--- src/rtl/multicycle_alu.sv ---
// Clocked ALU with start/busy/done handshake and an iterative signed shift-add multiplier.
// Non-mul ops finish in one cycle; mul takes WIDTH+1 cycles and returns the full product on {HI, OUT}.
module multicycle_alu #(
  parameter int WIDTH      = 32,
  parameter int OPRN_WIDTH = 6
) (
  input  logic                  CLK,
  input  logic                  RST,
  input  logic                  START,
  input  logic [WIDTH-1:0]      OP1,
  input  logic [WIDTH-1:0]      OP2,
  input  logic [OPRN_WIDTH-1:0] OPRN,
  output logic [WIDTH-1:0]      OUT,
  output logic [WIDTH-1:0]      HI,
  output logic                  ZERO,
  output logic                  INVALID,
  output logic                  BUSY,
  output logic                  DONE
);

  localparam int SHW = $clog2(WIDTH);
  localparam int CW  = SHW + 1;

  localparam logic [OPRN_WIDTH-1:0] OP_ADD = OPRN_WIDTH'(1);
  localparam logic [OPRN_WIDTH-1:0] OP_SUB = OPRN_WIDTH'(2);
  localparam logic [OPRN_WIDTH-1:0] OP_MUL = OPRN_WIDTH'(3);
  localparam logic [OPRN_WIDTH-1:0] OP_SRL = OPRN_WIDTH'(4);
  localparam logic [OPRN_WIDTH-1:0] OP_SLL = OPRN_WIDTH'(5);
  localparam logic [OPRN_WIDTH-1:0] OP_AND = OPRN_WIDTH'(6);
  localparam logic [OPRN_WIDTH-1:0] OP_OR  = OPRN_WIDTH'(7);
  localparam logic [OPRN_WIDTH-1:0] OP_NOR = OPRN_WIDTH'(8);
  localparam logic [OPRN_WIDTH-1:0] OP_SLT = OPRN_WIDTH'(9);

  typedef enum logic [1:0] {
    S_IDLE,
    S_MUL,
    S_FIN
  } state_t;

  state_t               r_state;
  state_t               w_state_nxt;
  logic [CW-1:0]        r_cnt;
  logic [WIDTH-1:0]     r_mcand;
  logic [2*WIDTH:0]     r_acc;
  logic                 r_neg;
  logic [WIDTH-1:0]     r_out;
  logic [WIDTH-1:0]     r_hi;
  logic                 r_zero;
  logic                 r_inv;
  logic                 r_done;

  logic                 w_shamt_big;
  logic [WIDTH-1:0]     w_alu_out;
  logic                 w_alu_inv;
  logic [WIDTH-1:0]     w_mag1;
  logic [WIDTH-1:0]     w_mag2;
  logic [WIDTH-1:0]     w_addend;
  logic [WIDTH:0]       w_sum;
  logic [2*WIDTH:0]     w_acc_step;
  logic [2*WIDTH-1:0]   w_prod;

  // WIDTH is a power of two, so any set bit above the low SHW bits means amount >= WIDTH.
  assign w_shamt_big = |OP2[WIDTH-1:SHW];

  always_comb begin
    w_alu_out = '0;
    w_alu_inv = 1'b0;
    case (OPRN)
      OP_ADD: w_alu_out = OP1 + OP2;
      OP_SUB: w_alu_out = OP1 - OP2;
      OP_MUL: w_alu_out = '0;
      OP_SRL: w_alu_out = w_shamt_big ? '0 : (OP1 >> OP2[SHW-1:0]);
      OP_SLL: w_alu_out = w_shamt_big ? '0 : (OP1 << OP2[SHW-1:0]);
      OP_AND: w_alu_out = OP1 & OP2;
      OP_OR:  w_alu_out = OP1 | OP2;
      OP_NOR: w_alu_out = ~(OP1 | OP2);
      OP_SLT: w_alu_out = {{(WIDTH-1){1'b0}}, ($signed(OP1) < $signed(OP2))};
      default: w_alu_inv = 1'b1;
    endcase
  end

  // Unsigned magnitudes fit WIDTH bits even for the most-negative operand.
  assign w_mag1 = OP1[WIDTH-1] ? ('0 - OP1) : OP1;
  assign w_mag2 = OP2[WIDTH-1] ? ('0 - OP2) : OP2;

  // Accumulator: upper WIDTH+1 bits collect partial sums, lower WIDTH bits shift out the multiplier.
  assign w_addend   = r_acc[0] ? r_mcand : '0;
  assign w_sum      = r_acc[2*WIDTH:WIDTH] + {1'b0, w_addend};
  assign w_acc_step = {1'b0, w_sum, r_acc[WIDTH-1:1]};
  assign w_prod     = r_neg ? ('0 - r_acc[2*WIDTH-1:0]) : r_acc[2*WIDTH-1:0];

  always_ff @(posedge CLK or negedge RST) begin
    if (!RST) begin
      r_state <= S_IDLE;
    end else begin
      r_state <= w_state_nxt;
    end
  end

  // Leaving MUL on the step that takes the counter from 1 to 0 puts the last step at edge k+WIDTH.
  always_comb begin
    w_state_nxt = r_state;
    case (r_state)
      S_IDLE:  if (START && (OPRN == OP_MUL)) w_state_nxt = S_MUL;
      S_MUL:   if (r_cnt == CW'(1)) w_state_nxt = S_FIN;
      S_FIN:   w_state_nxt = S_IDLE;
      default: w_state_nxt = S_IDLE;
    endcase
  end

  always_ff @(posedge CLK or negedge RST) begin
    if (!RST) begin
      r_cnt   <= '0;
      r_mcand <= '0;
      r_acc   <= '0;
      r_neg   <= 1'b0;
      r_out   <= '0;
      r_hi    <= '0;
      r_zero  <= 1'b1;
      r_inv   <= 1'b0;
      r_done  <= 1'b0;
    end else begin
      r_done <= 1'b0;
      case (r_state)
        S_IDLE: begin
          if (START) begin
            if (OPRN == OP_MUL) begin
              r_mcand <= w_mag1;
              r_acc   <= {{(WIDTH+1){1'b0}}, w_mag2};
              r_neg   <= OP1[WIDTH-1] ^ OP2[WIDTH-1];
              r_cnt   <= CW'(WIDTH);
            end else begin
              r_out  <= w_alu_out;
              r_hi   <= '0;
              r_zero <= (w_alu_out == '0);
              r_inv  <= w_alu_inv;
              r_done <= 1'b1;
            end
          end
        end
        S_MUL: begin
          r_acc <= w_acc_step;
          r_cnt <= r_cnt - 1'b1;
        end
        S_FIN: begin
          r_hi   <= w_prod[2*WIDTH-1:WIDTH];
          r_out  <= w_prod[WIDTH-1:0];
          r_zero <= (w_prod[WIDTH-1:0] == '0);
          r_inv  <= 1'b0;
          r_done <= 1'b1;
        end
        default: ;
      endcase
    end
  end

  assign OUT     = r_out;
  assign HI      = r_hi;
  assign ZERO    = r_zero;
  assign INVALID = r_inv;
  assign BUSY    = (r_state != S_IDLE);
  assign DONE    = r_done;

endmodule

--- config.mk ---
export PLATFORM = sky130hd
export DESIGN_NAME = multicycle_alu
export DESIGN_NICKNAME = d
export VERILOG_FILES = /design/src/rtl/multicycle_alu.sv
export SDC_FILE = /design/constraint.sdc
export NUM_CORES = 1
export LEC_CHECK = 0
export ABC_AREA = 0
export CAP_MARGIN = 20
export CORE_MARGIN = 4
export CORE_UTILIZATION = 30
export DETAILED_ROUTE_END_ITERATION = 7
export MAX_ROUTING_LAYER = met4
export SKIP_LAST_GASP = 1
export SLEW_MARGIN = 40
export SYNTH_ARGS = -nofsm -noshare
export SYNTH_HDL_FRONTEND = slang
export SYNTH_SLANG_ARGS = --single-unit
--- constraint.sdc ---
create_clock -name CLK -period 9.36 [get_ports CLK]
set_input_delay 1.872 -clock CLK [delete_from_list [all_inputs] [get_ports CLK]]
set_output_delay 1.872 -clock CLK [all_outputs]
set_load 0.02 [all_outputs]
==> results_dict.tcl <==
set metrics [dict create \
    status "complete, no violations" \
    r2r_slack_ns 5.12 \
    arrival_ns 7.10 \
    netlist_area_um2 20500 \
    synth_top_family_by_area "compound AO/OA/AOI/OAI gates" \
    synth_cell_types 91 \
    worstSetupEndpoint "ZERO" \
    num_rows 95 \
    coreArea_um2 67510 \
    worstPathRequired_ns 9.76 \
    ant_nets 0 \
    clock_latency_ns 0.45 \
    register_area_um2 4308 \
    grt_pass1_wl_mm 141.0 \
    synth_mux_area_share_pct 9.776 \
    grt-ovfl-total 0 \
    gr-usage-all-layers_pct 25.93 \
    period_minus_slack_ns 6.701 \
    critPathLaunchType "input port" \
    antenna_found_initial 11 \
    vias 21840 \
    grt_max_degree 102 \
    synthArstFlopShare_pct 100.0 \
    dp_slack_ns 2.468 \
    skew_ns 0.01338 \
    syn_area_per_cell_um2 7.817 \
    synth_compound_area_share_pct 27.90 \
    drt-total-wl_mm 95.45 \
    firstDrtPassIters 6 \
    report.final.slew_viol_count 0 \
    multi_input_area_um2 15090 \
    ys_seq_area_share_pct 21.00 \
    vias_per_cell 6.163 \
    reg2reg_to "r_acc[62]" \
    post_cts_resized 0 \
    synth-main-ff-cell "dfrtp_1" \
    clockRootBuffer "clkbuf_16" \
    area.growth.synth_to_final_pct 13.98 \
    stdcell_count 3543 \
    synth-xor-area-share_pct 6.707 \
    io_pins 141 \
    yosys_register_bits 172 \
    fmax_mhz 149.2 \
    relSlewSlack_pct 32.95 \
    drv_cap 0 \
    p_leak_uw 0.009420 \
    die_h_um 269.4 \
    hpwl_mm 74.20 \
    ctsLongestPathBuffers 2 \
    gp_congestion 1.057 \
    tns_ns 0 \
    p_per_area_nw_per_um2 173.2 \
    start_util_pct 30.37 \
    drcViolationCount 0 \
    grt_pass1_vias 20610 \
    synth-simple-area-share_pct 19.27 \
    hold_viol 0 \
    rsz0062_at_grt "false" \
    drt_first_iter_violations 3039 \
    worstMarginPinSlew_ns 0.9997 \
    finalNetCount 2876 \
    h-tree-depth 4 \
    cp_max_fo 14 \
    post-route-util_pct 34.61 \
    nFillCells 7157 \
    design.die.area_um2 72590 \
    synth_fa_ha_area_share_pct 9.508 \
    wire_per_inst_um 26.94 \
    finalCritPeriodShare_pct 71.59 \
    cts_made_buffers 17 \
    r2r_start "r_acc[0]" \
    irDropWorstVdd_uv 132.5 \
    clkSinkCount 172 \
    drive_gt1_share_pct 8.189 \
    r2r_cells 14 \
    synth_cells 2623 \
    dp.cells 3502 \
    ys_warn_count 0 \
    cts_hold_buf 0 \
    critPathKind "in -> reg" \
    cts_tree "done" \
    setup_slack_ns 2.659 \
    clk_pin_slew_worst_paths_ns 0.07 \
    finalSetupViolCount 0 \
    synth-edff-count 0 \
    cts_setup_buffers 0 \
    postSynthNetCount 2850 \
    min_path_type "reg -> reg" \
    cp-end-kind "flip-flop" \
    crit_path_start "OP1[3]" \
    portBuffers 140 \
    die_w_um 269.4 \
]
critical path, cell delays in order:
cell	delay [ns]
clkdlybuf4s50_1	0.84
inv_1	0.17
ha_1	0.44
a21oi_1	0.19
o22ai_1	0.21
o31ai_1	0.59
o22ai_1	0.18
a211o_1	0.30
a211oi_1	0.84
and4_1	0.43
nand4b_1	0.12
nor4_1	0.26
nand4_1	0.13
nor4_1	0.32
a221o_1	0.20
cell usage in the layout, fill, tap and decap left out, types with 18 or more instances in the layout:
| master | netlist | final |
|---|---|---|
| nand2_1 | 275 | 274 |
| o21ai_0 | 249 | 248 |
| nor2_1 | 194 | 192 |
| dfrtp_1 | 171 | 169 |
| a21oi_1 | 164 | 163 |
| ha_1 | 151 | 151 |
| clkdlybuf4s50_1 | 0 | 135 |
| inv_1 | 110 | 110 |
| xnor2_1 | 107 | 107 |
| nand3_1 | 67 | 66 |
| mux2i_1 | 63 | 63 |
| nor3_1 | 57 | 55 |
| buf_4 | 3 | 52 |
| xor2_1 | 50 | 50 |
| o22ai_1 | 50 | 50 |
| mux4_2 | 48 | 48 |
| a221oi_1 | 46 | 46 |
| o31ai_1 | 41 | 41 |
| a21o_1 | 40 | 40 |
| and2_1 | 39 | 38 |
| or3_1 | 35 | 35 |
| a221o_1 | 32 | 32 |
| a211oi_1 | 29 | 28 |
| nand2b_1 | 27 | 26 |
| mux2_2 | 24 | 24 |
| o211ai_1 | 22 | 22 |
| nand4_1 | 20 | 20 |
| nor4_1 | 20 | 18 |
| o21ai_1 | 19 | 18 |
cells by family (layout without fill, tap and decap cells):
logic type,Yosys count,in the layout
mux,137,137
compound gates,872,872
flops,172,172
simple gates,826,826
other cells,0,8
fa+ha+maj,154,154
xor+xnor,157,157
buf+inv,305,344
Yosys cell counts, drive strengths merged, types with 26 or more instances:
cell,instances,area (µm²)
a211oi,29,217.7
a21o,40,300.3
a21oi,164,820.8
a221o,32,320.3
a221oi,46,402.9
and2,40,250.2
buf,33,177.7
clkbuf,156,585.6
dfrtp,171,4279
ha,151,1889
inv,115,431.7
mux2,26,292.8
mux2i,63,630.6
mux4,48,1081
nand2,276,1039
nand2b,27,168.9
nand3,67,335.3
nor2,195,739.5
nor3,58,295.3
o21ai,268,1341
o22ai,50,312.8
o31ai,42,329.1
or3,38,252.7
xnor2,107,937.2
xor2,50,437.9
metal layers:
metal / track usage [%] / up-vias / routed length [µm]
met5: - / - / 0
li1: - / 9774 / -
met4: 10.36 / 0 / 4334
met2: 38.73 / 1274 / 41420
met3: 5.628 / 202 / 9238
met1: 34.23 / 10590 / 40450
sequential cells by signal (all words and copies together), names as in the netlist:
register  cells
r_neg         1
ZERO          1
OUT          32
HI           32
DONE          1
r_cnt         6
r_acc        64
INVALID       1
r_state       2
r_mcand      32
stage by stage:
stage	hold WS (ns)	power [µW]	cell area [µm²]
final	0.4767	4048	23370
after CTS	0.4786	4024	23310
after global placement	0.4543	3296	22680
after floorplan	0.4418	2512	20500
after detailed placement	0.4636	3302	22740
after global routing	0.4937	4298	23370
layout make-up:
class                   instances  area share (%)
diodes                          8         0.08566
clock inverters                13          0.6103
well taps                     873           4.674
multi-input cells            2146           64.56
inverters                     116           1.863
repair buffers                196           7.918
flip-flops and latches        172           18.43
clock buffers                  19           1.852
power breakdown:
group | switching (µW) | leakage (µW) | internal [µW]
logic | 1240 | 0.00697 | 794
registers | 333 | 0.00218 | 967
clock network | 320 | 0.000266 | 394
how the worst min path moves through the flow:
stage	from	end	slack (ns)	cells past startpoint
finish	r_mcand[13]	r_mcand[13]	0.48	2
global route	r_mcand[11]	r_mcand[11]	0.49	2
CTS	r_mcand[13]	r_mcand[13]	0.48	2
detailed placement	r_mcand[13]	r_mcand[13]	0.46	2
global placement	r_mcand[2]	r_mcand[2]	0.45	2
floorplan	r_mcand[31]	r_mcand[31]	0.44	2
No activity file was read; power rests on OpenSTA's default activity.
